`src/rtl/instr_fetch_unit.sv`:
```
// rtl/instr_fetch_unit.sv - single-outstanding instruction fetch unit with redirect and drop handling
//
// Fetches 32-bit instruction words from PC. At most one request is outstanding.
// The fetched word and its PC are held for decode until decode consumes them.
// A branch redirect reloads PC. If a request is still in flight, its response
// is marked to be dropped.
//
// Ports:
//   clk, rst_n                      clock, asynchronous active-low reset
//   imem_req_valid/addr/ready       fetch request handshake (addr = PC)
//   imem_rsp_valid/data             returned instruction word
//   instr_valid/ready, instruction  held instruction handshake to decode
//   Opcode                          instruction[6:0] of the held word
//   pc_out                          PC of the held instruction
//   branch_taken/target             one-cycle redirect strobe and address
//   fetch_err                       sticky misaligned-redirect error
//
// Optional feature macro: FETCH_MISALIGN_TRAP_EN
//   defined   - a misaligned redirect target traps into ERR (exit only by reset)
//   undefined - the low two bits of the redirect target are cleared; fetch_err is 0

module instr_fetch_unit #(
  parameter logic [31:0] RESET_PC = 32'h0000_0000
) (
  input  logic        clk,
  input  logic        rst_n,
  output logic        imem_req_valid,
  output logic [31:0] imem_req_addr,
  input  logic        imem_req_ready,
  input  logic        imem_rsp_valid,
  input  logic [31:0] imem_rsp_data,
  output logic        instr_valid,
  input  logic        instr_ready,
  output logic [31:0] instruction,
  output logic [6:0]  Opcode,
  output logic [31:0] pc_out,
  input  logic        branch_taken,
  input  logic [31:0] branch_target,
  output logic        fetch_err
);

  localparam logic [2:0] S_IDLE = 3'd0;
  localparam logic [2:0] S_REQ  = 3'd1;
  localparam logic [2:0] S_WAIT = 3'd2;
  localparam logic [2:0] S_HOLD = 3'd3;
  localparam logic [2:0] S_ERR  = 3'd4;

  logic [2:0]  state;
  logic [31:0] pc;
  logic [31:0] instr_q;
  logic [31:0] pc_hold;
  logic        drop;
  logic        misalign;
  logic [31:0] redirect_pc;

`ifdef FETCH_MISALIGN_TRAP_EN
  logic err_q;
  assign misalign    = (branch_target[1:0] != 2'b00);
  assign redirect_pc = branch_target;
  assign fetch_err   = err_q;
`else
  assign misalign    = 1'b0;
  assign redirect_pc = branch_target & 32'hFFFF_FFFC;
  assign fetch_err   = 1'b0;
`endif

  // Request and valid flags are decoded from state so that they drop
  // immediately when reset asserts.
  assign imem_req_valid = (state == S_REQ);
  assign imem_req_addr  = pc;
  assign instr_valid    = (state == S_HOLD);
  assign instruction    = instr_q;
  assign Opcode         = instr_q[6:0];
  assign pc_out         = pc_hold;

  always_ff @(posedge clk or negedge rst_n) begin
    if (!rst_n) begin
      state   <= S_IDLE;
      pc      <= RESET_PC;
      drop    <= 1'b0;
      instr_q <= 32'h0000_0000;
      pc_hold <= 32'h0000_0000;
`ifdef FETCH_MISALIGN_TRAP_EN
      err_q   <= 1'b0;
`endif
    end else if (branch_taken && state != S_ERR) begin
      if (misalign) begin
        state <= S_ERR;
        drop  <= 1'b0;
`ifdef FETCH_MISALIGN_TRAP_EN
        err_q <= 1'b1;
`endif
      end else begin
        pc <= redirect_pc;
        case (state)
          S_REQ: begin
            // The request accepted this cycle carries the old PC. Its
            // response must be dropped.
            if (imem_req_ready) begin
              state <= S_WAIT;
              drop  <= 1'b1;
            end else begin
              state <= S_REQ;
            end
          end
          S_WAIT: begin
            // A response arriving with the redirect is discarded here. No
            // request is left in flight, so refetch immediately rather
            // than wait for a response that will not come.
            if (imem_rsp_valid) begin
              state <= S_REQ;
              drop  <= 1'b0;
            end else begin
              state <= S_WAIT;
              drop  <= 1'b1;
            end
          end
          default: state <= S_REQ;
        endcase
      end
    end else begin
      case (state)
        S_IDLE: state <= S_REQ;
        S_REQ: begin
          if (imem_req_ready) state <= S_WAIT;
        end
        S_WAIT: begin
          if (imem_rsp_valid) begin
            if (drop) begin
              drop  <= 1'b0;
              state <= S_REQ;
            end else begin
              instr_q <= imem_rsp_data;
              pc_hold <= pc;
              state   <= S_HOLD;
            end
          end
        end
        S_HOLD: begin
          if (instr_ready) begin
            pc    <= pc + 32'd4;
            state <= S_REQ;
          end
        end
        S_ERR:   state <= S_ERR;
        default: state <= S_IDLE;
      endcase
    end
  end

endmodule

```
`config.mk`:
```
export PLATFORM = sky130hd
export DESIGN_NAME = instr_fetch_unit
export DESIGN_NICKNAME = d
export VERILOG_FILES = /design/src/rtl/instr_fetch_unit.sv
export SDC_FILE = /design/constraint.sdc
export NUM_CORES = 1
export LEC_CHECK = 0
export BUFFER_PORTS_ARGS = -buffer_cell sky130_fd_sc_hd__buf_2
export CORE_ASPECT_RATIO = 1.1
export CORE_MARGIN = 1
export CORE_UTILIZATION = 52
export DETAILED_ROUTE_END_ITERATION = 8
export HOLD_SLACK_MARGIN = 0.12
export PLACE_DENSITY = 0.83
export SYNTH_ARGS = -nofsm -noshare
export SYNTH_HDL_FRONTEND = slang
export SYNTH_SLANG_ARGS = --single-unit
```
`constraint.sdc`:
```
create_clock -name clk -period 6.4 [get_ports clk]
set_clock_uncertainty 0.15 [all_clocks]
set_input_delay 0.32 -clock clk [delete_from_list [all_inputs] [get_ports clk]]
set_output_delay 0.32 -clock clk [all_outputs]
set_load 0.05 [all_outputs]
```
==> impl_metrics.env, run 1 <==
export IMPL_clkSinkCount=96
export IMPL_worst_pin_slew_ns=0.886
export IMPL_synthXorXnorAreaFrac=0.0138
export IMPL_io_pins=176
export IMPL_synth_ff_type="dfrtp_1"
export IMPL_synthMuxAreaShare=0.152
export IMPL_place_inst=631
export IMPL_synthCells=384
export IMPL_design_area_um2=6040
export IMPL_antenna_found_initial=0
export IMPL_p_leak_nw=2.97
export IMPL_fmax_mhz=364
export IMPL_final_fill_count=550
export IMPL_drc=0
export IMPL_synth_edf_count=0
export IMPL_fin_cells=711
export IMPL_ys_async_sr_fraction=1.00
export IMPL_cts_tree="yes"
export IMPL_grt_overflow=0
export IMPL_multiInputGateArea_um2=1800
export IMPL_slew_headroom=0.409
export IMPL_postCtsSetupRepairBufs=0
export IMPL_finalSetupViolations=0
export IMPL_synth_avg_cell_area_um2=11.5
export IMPL_drive_above_1_share=0.426
export IMPL_die_area_um2=8890
export IMPL_synth_top_area_frac=0.543
export IMPL_hold_slack_ns=0.228
export IMPL_initial_core_util=0.548
export IMPL_antenna_cells=0
export IMPL_cp_arrival_ns=2.87
export IMPL_synth_area_um2=4430
export IMPL_seqCellArea_um2=2400
export IMPL_cp_end_kind="flop"
export IMPL_synth_fa_ha_area_frac=0.00283
export IMPL_status="complete, no violations"
export IMPL_synth_compound_area_frac=0.0919
export IMPL_syn2layout_area_growth_pct=36.5
export IMPL_grt_max_degree=67
export IMPL_drt_iter0_markers=164
export IMPL_post_route_min_period_ns=2.75
export IMPL_worstSetupStartpointType="flop"
export IMPL_path_clk_slew_ns=0.09
export IMPL_gp_congestion=0.806
export IMPL_hold_path_class="in2reg"
export IMPL_synth_area_leaders="dfrtp_1 (54%), mux2_2 (15%), a31oi_1 (3.1%)"
export IMPL_power_density_nw_per_um2=450
export IMPL_num_rows=34
export IMPL_maxCapViolations=0
export IMPL_cts_buffers=9
export IMPL_yosysTopAreaCell="dfrtp_1"
export IMPL_period_share=0.430
export IMPL_fp_dieH_um=98.8
export IMPL_synth_seq_cells=96
export IMPL_ir_worst_vdd_mv=0.268
export IMPL_finalHoldViolCount=0
export IMPL_viasPerCell=5.40
export IMPL_ys_seq_area_frac=0.543
export IMPL_first_pass_iters=4
export IMPL_htree_levels=3
export IMPL_r2r_slack_ns=3.65
export IMPL_vias=3839
export IMPL_drtAntennaViolNets=0
export IMPL_dp_hpwl_um=6830
export IMPL_dpl_instance_area_um2=5220
export IMPL_dieWidth_um=90.0
export IMPL_routed_wl_um=11400
export IMPL_cts_root_buf="clkbuf_8"
export IMPL_cp_max_fo=17
export IMPL_slew_violations=0
export IMPL_yosysWarnings=0
export IMPL_synth_simple_area_share=0.139
export IMPL_port_buffers=168
export IMPL_nets=669
export IMPL_grt_pass1_vias=3736
export IMPL_setup_tns_ns=0
export IMPL_fin_util=0.748
export IMPL_clock_path_buffers=2
export IMPL_critPathKind="reg2reg"
export IMPL_grt_pass1_wl_um=18700
export IMPL_synth_cell_types=45
export IMPL_grt_usage=0.265
export IMPL_wl_per_cell_um=16.0
export IMPL_synth_top_family_by_area="multiplexers"
export IMPL_core_um2=8080
export IMPL_clkLatencyLatePin_ns=0.36
export IMPL_crit_required_ns=6.52
export IMPL_rsz0062_at_grt="no"
layout make-up:
class	instances	area share
Sequential cell	96	0.397
Multi-Input combinational cell	250	0.298
Timing Repair Buffer	234	0.248
Clock buffer	10	0.0228
Tap cell	108	0.0224
Clock inverter	6	0.00724
Inverter	7	0.00435
routing by layer:
| metal | routed length (um) | global-route usage | vias up |
|---|---|---|---|
| met5 | 0 | 0 | - |
| li1 | - | - | 1809 |
| met4 | 243 | 0.0931 | 0 |
| met3 | 636 | 0.0571 | 25 |
| met2 | 5860 | 0.469 | 163 |
| met1 | 4670 | 0.324 | 1842 |
metrics by stage:
stage          power, mW  setup slack [ns]
2_1_floorplan       2.03              3.97
3_3_place_gp        2.28              3.77
3_5_place_dp        2.31              3.71
4_1_cts             2.71              3.68
5_1_grt             2.84              3.40
6_report            2.72              3.65
cell usage after synthesis (2+ instances only):
cell type	n
or4_1	15
inv_1	7
buf_1	2
o31ai_1	13
nor3b_1	4
or3_1	6
buf_4	12
a21oi_1	5
mux2i_1	2
xor2_1	4
nor2_1	23
mux2_2	58
a31oi_1	22
clkbuf_1	8
nand4_1	9
clkbuf_8	3
xnor2_1	3
dfrtp_1	96
buf_2	9
or3_2	4
and3_2	3
nand3_1	9
nand2_1	23
o21ai_0	23
worst max-delay path, stage by stage (launching register included):
cell,delay (ns)
dfrtp_1,0.54
and4b_1,0.51
nand4_1,0.61
or4_1,0.66
a31oi_1,0.20
worst paths after layout:
check                             from           endpoint  cells after the start
setup / recovery              state[0]  imem_req_addr[31]                      4
hold reg to reg             pc_out[23]         pc_out[23]                      2
max in group asynchronous        rst_n  imem_req_addr[31]                      3
hold / removal             instr_ready           state[1]                      4
setup reg to reg              state[0]  imem_req_addr[31]                      4
min in group asynchronous        rst_n               drop                      2
registers in the layout (all words and copies together) (netlist names):
| register | cells |
|---|---|
| drop | 1 |
| instruction | 32 |
| imem_req_addr | 30 |
| pc_out | 30 |
| state | 3 |
cell usage in the layout, fill, tap and decap left out, types with 5 or more instances in the layout:
cell type        n
a21oi_1          5
a31oi_1         22
buf_2          167
clkbuf_8        10
conb_1           5
dfrtp_1         96
dlygate4sd3_1   64
inv_1            7
mux2_2          58
nand2_1         23
nand3_1          8
nand4_1          9
nor2_1          23
o21ai_0         23
o31ai_1         13
or3_1            6
or4_1           15
cells by family after synthesis:
kind of cell,Yosys count
xor+xnor,7
mux,60
compound gates,67
other cells,1
flops,96
fa+ha+maj,1
simple gates,110
buf+inv,42
where the power goes:
| part | internal [mW] | total (mW) | leakage (nW) | switching [mW] |
|---|---|---|---|---|
| registers | 0.808 | 0.950 | 1.20 | 0.142 |
| clock network | 0.153 | 0.368 | 0.0926 | 0.215 |
| logic | 0.368 | 1.40 | 1.68 | 1.04 |
| total | 1.33 | 2.72 | 2.97 | 1.39 |
what timing repair did:
action / in CTS / in global routing
hold buffers: 64 / 0
setup endpoints to repair: 0 / 0
hold endpoints to repair: 105 / 0
resized for setup: 0 / 0
Note: power is estimated with default switching activity, not from simulation.
==> inputs of run 2 (changes only) <==
- CORE_UTILIZATION: 52 -> 49
- PLACE_DENSITY: 0.83 -> 0.79
- clock period: 6.4 -> 2.8 ns (I/O delays scaled with it)
==> run 2 against run 1 <==
Net effect:
- routed wire length rose by 6.3%
- sequential share of layout area fell by 0.77 points
- global-route usage fell by 0.55 points
- largest cell class unchanged
- final area rose by 2.0%
==> impl_metrics.env, run 2 (synthesized netlist as in run 1, its figures left out) <==
export IMPL_crit_reg2reg_launch="state[0]"
export IMPL_initial_core_util=0.501
export IMPL_layout_commonest_cell="buf_2"
export IMPL_grt_overflow=0
export IMPL_core_um2=8830
export IMPL_antenna_cells=0
export IMPL_final_fill_count=636
export IMPL_io_pins=176
export IMPL_crit_required_ns=2.93
export IMPL_ir_worst_vdd_mv=0.652
export IMPL_dp_hpwl_um=7240
export IMPL_first_pass_iters=4
export IMPL_place_inst=643
export IMPL_cp_end_kind="flop"
export IMPL_wl_per_cell_um=16.7
export IMPL_startpoint="state[0]"
export IMPL_cp_arrival_ns=2.60
export IMPL_worstSetupStartpointType="flop"
export IMPL_postCtsSetupRepairBufs=0
export IMPL_period_share=0.879
export IMPL_p_int_mw=3.20
export IMPL_gr_usage_met1=0.311
export IMPL_drtAntennaViolNets=0
export IMPL_viasPerCell=5.37
export IMPL_drc=0
export IMPL_hold_path_class="in2reg"
export IMPL_die_area_um2=9420
export IMPL_p_leak_nw=3.03
export IMPL_final_cell_mix="buf_2 (167), dfrtp_1 (96), dlygate4sd3_1 (67), mux2_2 (58)"
export IMPL_clkPwrFrac=0.157
export IMPL_largest_reg_flops=32
export IMPL_post_route_min_period_ns=2.46
export IMPL_power_density_nw_per_um2=1040
export IMPL_gp_congestion=0.757
export IMPL_cts_root_buf="clkbuf_8"
export IMPL_worst_pin_slew_ns=0.895
export IMPL_fp_dieH_um=102
export IMPL_clkSinkCount=96
export IMPL_rsz0062_at_grt="no"
export IMPL_status="complete, no violations"
export IMPL_slew_violations=0
export IMPL_vias=3902
export IMPL_setup_tns_ns=0
export IMPL_critPathKind="reg2reg"
export IMPL_cts_tree="yes"
export IMPL_busiest_layer="met2"
export IMPL_finalHoldViolCount=0
export IMPL_htree_levels=3
export IMPL_syn2layout_area_growth_pct=39.3
export IMPL_drt_iter0_markers=107
export IMPL_path_clk_slew_ns=0.09
export IMPL_grt_pass1_vias=3812
export IMPL_multiInputGateArea_um2=1800
export IMPL_grt_pass1_wl_um=18900
export IMPL_fmax_mhz=406
export IMPL_routed_wl_um=12100
export IMPL_power_net_switching_mw=3.23
export IMPL_drive_above_1_share=0.430
export IMPL_antenna_found_initial=0
export IMPL_gr_usage_met2=0.464
export IMPL_pwr_share_seq=0.339
export IMPL_num_rows=36
export IMPL_hp_start="instr_ready"
export IMPL_grt_max_degree=73
export IMPL_clkLatencyLatePin_ns=0.36
export IMPL_clock_path_buffers=2
export IMPL_use_met3=0.0541
export IMPL_fin_cells=726
export IMPL_cts_buffers=9
export IMPL_nets=678
export IMPL_switching_share=0.502
export IMPL_grt_usage=0.260
export IMPL_finalSetupViolations=0
export IMPL_maxCapViolations=0
export IMPL_slew_headroom=0.403
export IMPL_fin_util=0.698
export IMPL_p_comb_frac=0.504
export IMPL_cp_max_fo=11
export IMPL_dieWidth_um=92.6
export IMPL_seqCellArea_um2=2400
export IMPL_port_buffers=168
## run 2: timing repair
action,4_1_cts,5_1_grt
hold buffers,67,0
endpoints found under the hold margin,135,0
gates resized for setup,0,0
## run 2: final timing paths
| check | to | slack [ns] | depth (start not counted) |
|---|---|---|---|
| hold reg to reg | pc_out[9] | 0.34 | 2 |
| min in group asynchronous | instruction[18] | 0.29 | 2 |
| setup reg to reg | imem_req_addr[18] | 0.34 | 4 |
| hold / removal | state[0] | 0.16 | 5 |
| max in group asynchronous | imem_req_addr[2] | 1.46 | 3 |
| setup / recovery | imem_req_addr[18] | 0.34 | 4 |
## run 2: layout make-up
cell class / instances / share of cell area
multi-input cells: 250 / 0.292
clock buffers: 9 / 0.0201
well taps: 114 / 0.0231
clock inverters: 7 / 0.0154
inverters: 7 / 0.00426
flip-flops and latches: 96 / 0.390
repair buffers: 243 / 0.255
## run 2: power by group through the flow
| stage | registers [mW] | logic (mW) | clock network [mW] |
|---|---|---|---|
| after detailed placement | 2.18 | 3.13 | 0 |
| after global placement | 2.13 | 3.08 | 0 |
| final | 2.18 | 3.24 | 1.01 |
| after global routing | 2.24 | 3.38 | 1.08 |
| after CTS | 2.15 | 3.21 | 1.02 |
| after floorplan | 3.70 | 0.933 | 0 |
## run 2: layer usage
| metal | wire [um] | up-vias | part of all wire |
|---|---|---|---|
| met2 | 6270 | 132 | 0.52 |
| met4 | 260 | 0 | 0.021 |
| li1 | - | 1825 | - |
| met3 | 708 | 26 | 0.058 |
| met1 | 4890 | 1919 | 0.40 |
| met5 | 0 | - | 0 |
## run 2: worst max-delay path: stages, from the launching register on
cell	delay (ns)
dfrtp_1	0.53
and4b_1	0.51
nand4_1	0.37
or4_2	0.64
a31oi_1	0.19
## run 2: stage by stage
step / hold WS, ns / instance area (um2) / total power [mW] / worst slack, ns
6_report: 0.162 / 6160 / 6.43 / 0.338
2_1_floorplan: -0.306 / 4440 / 4.63 / 0.369
4_1_cts: 0.142 / 6160 / 6.38 / 0.375
3_3_place_gp: 0.155 / 5280 / 5.21 / 0.481
5_1_grt: 0.200 / 6160 / 6.70 / 0.155
3_5_place_dp: 0.171 / 5280 / 5.30 / 0.399
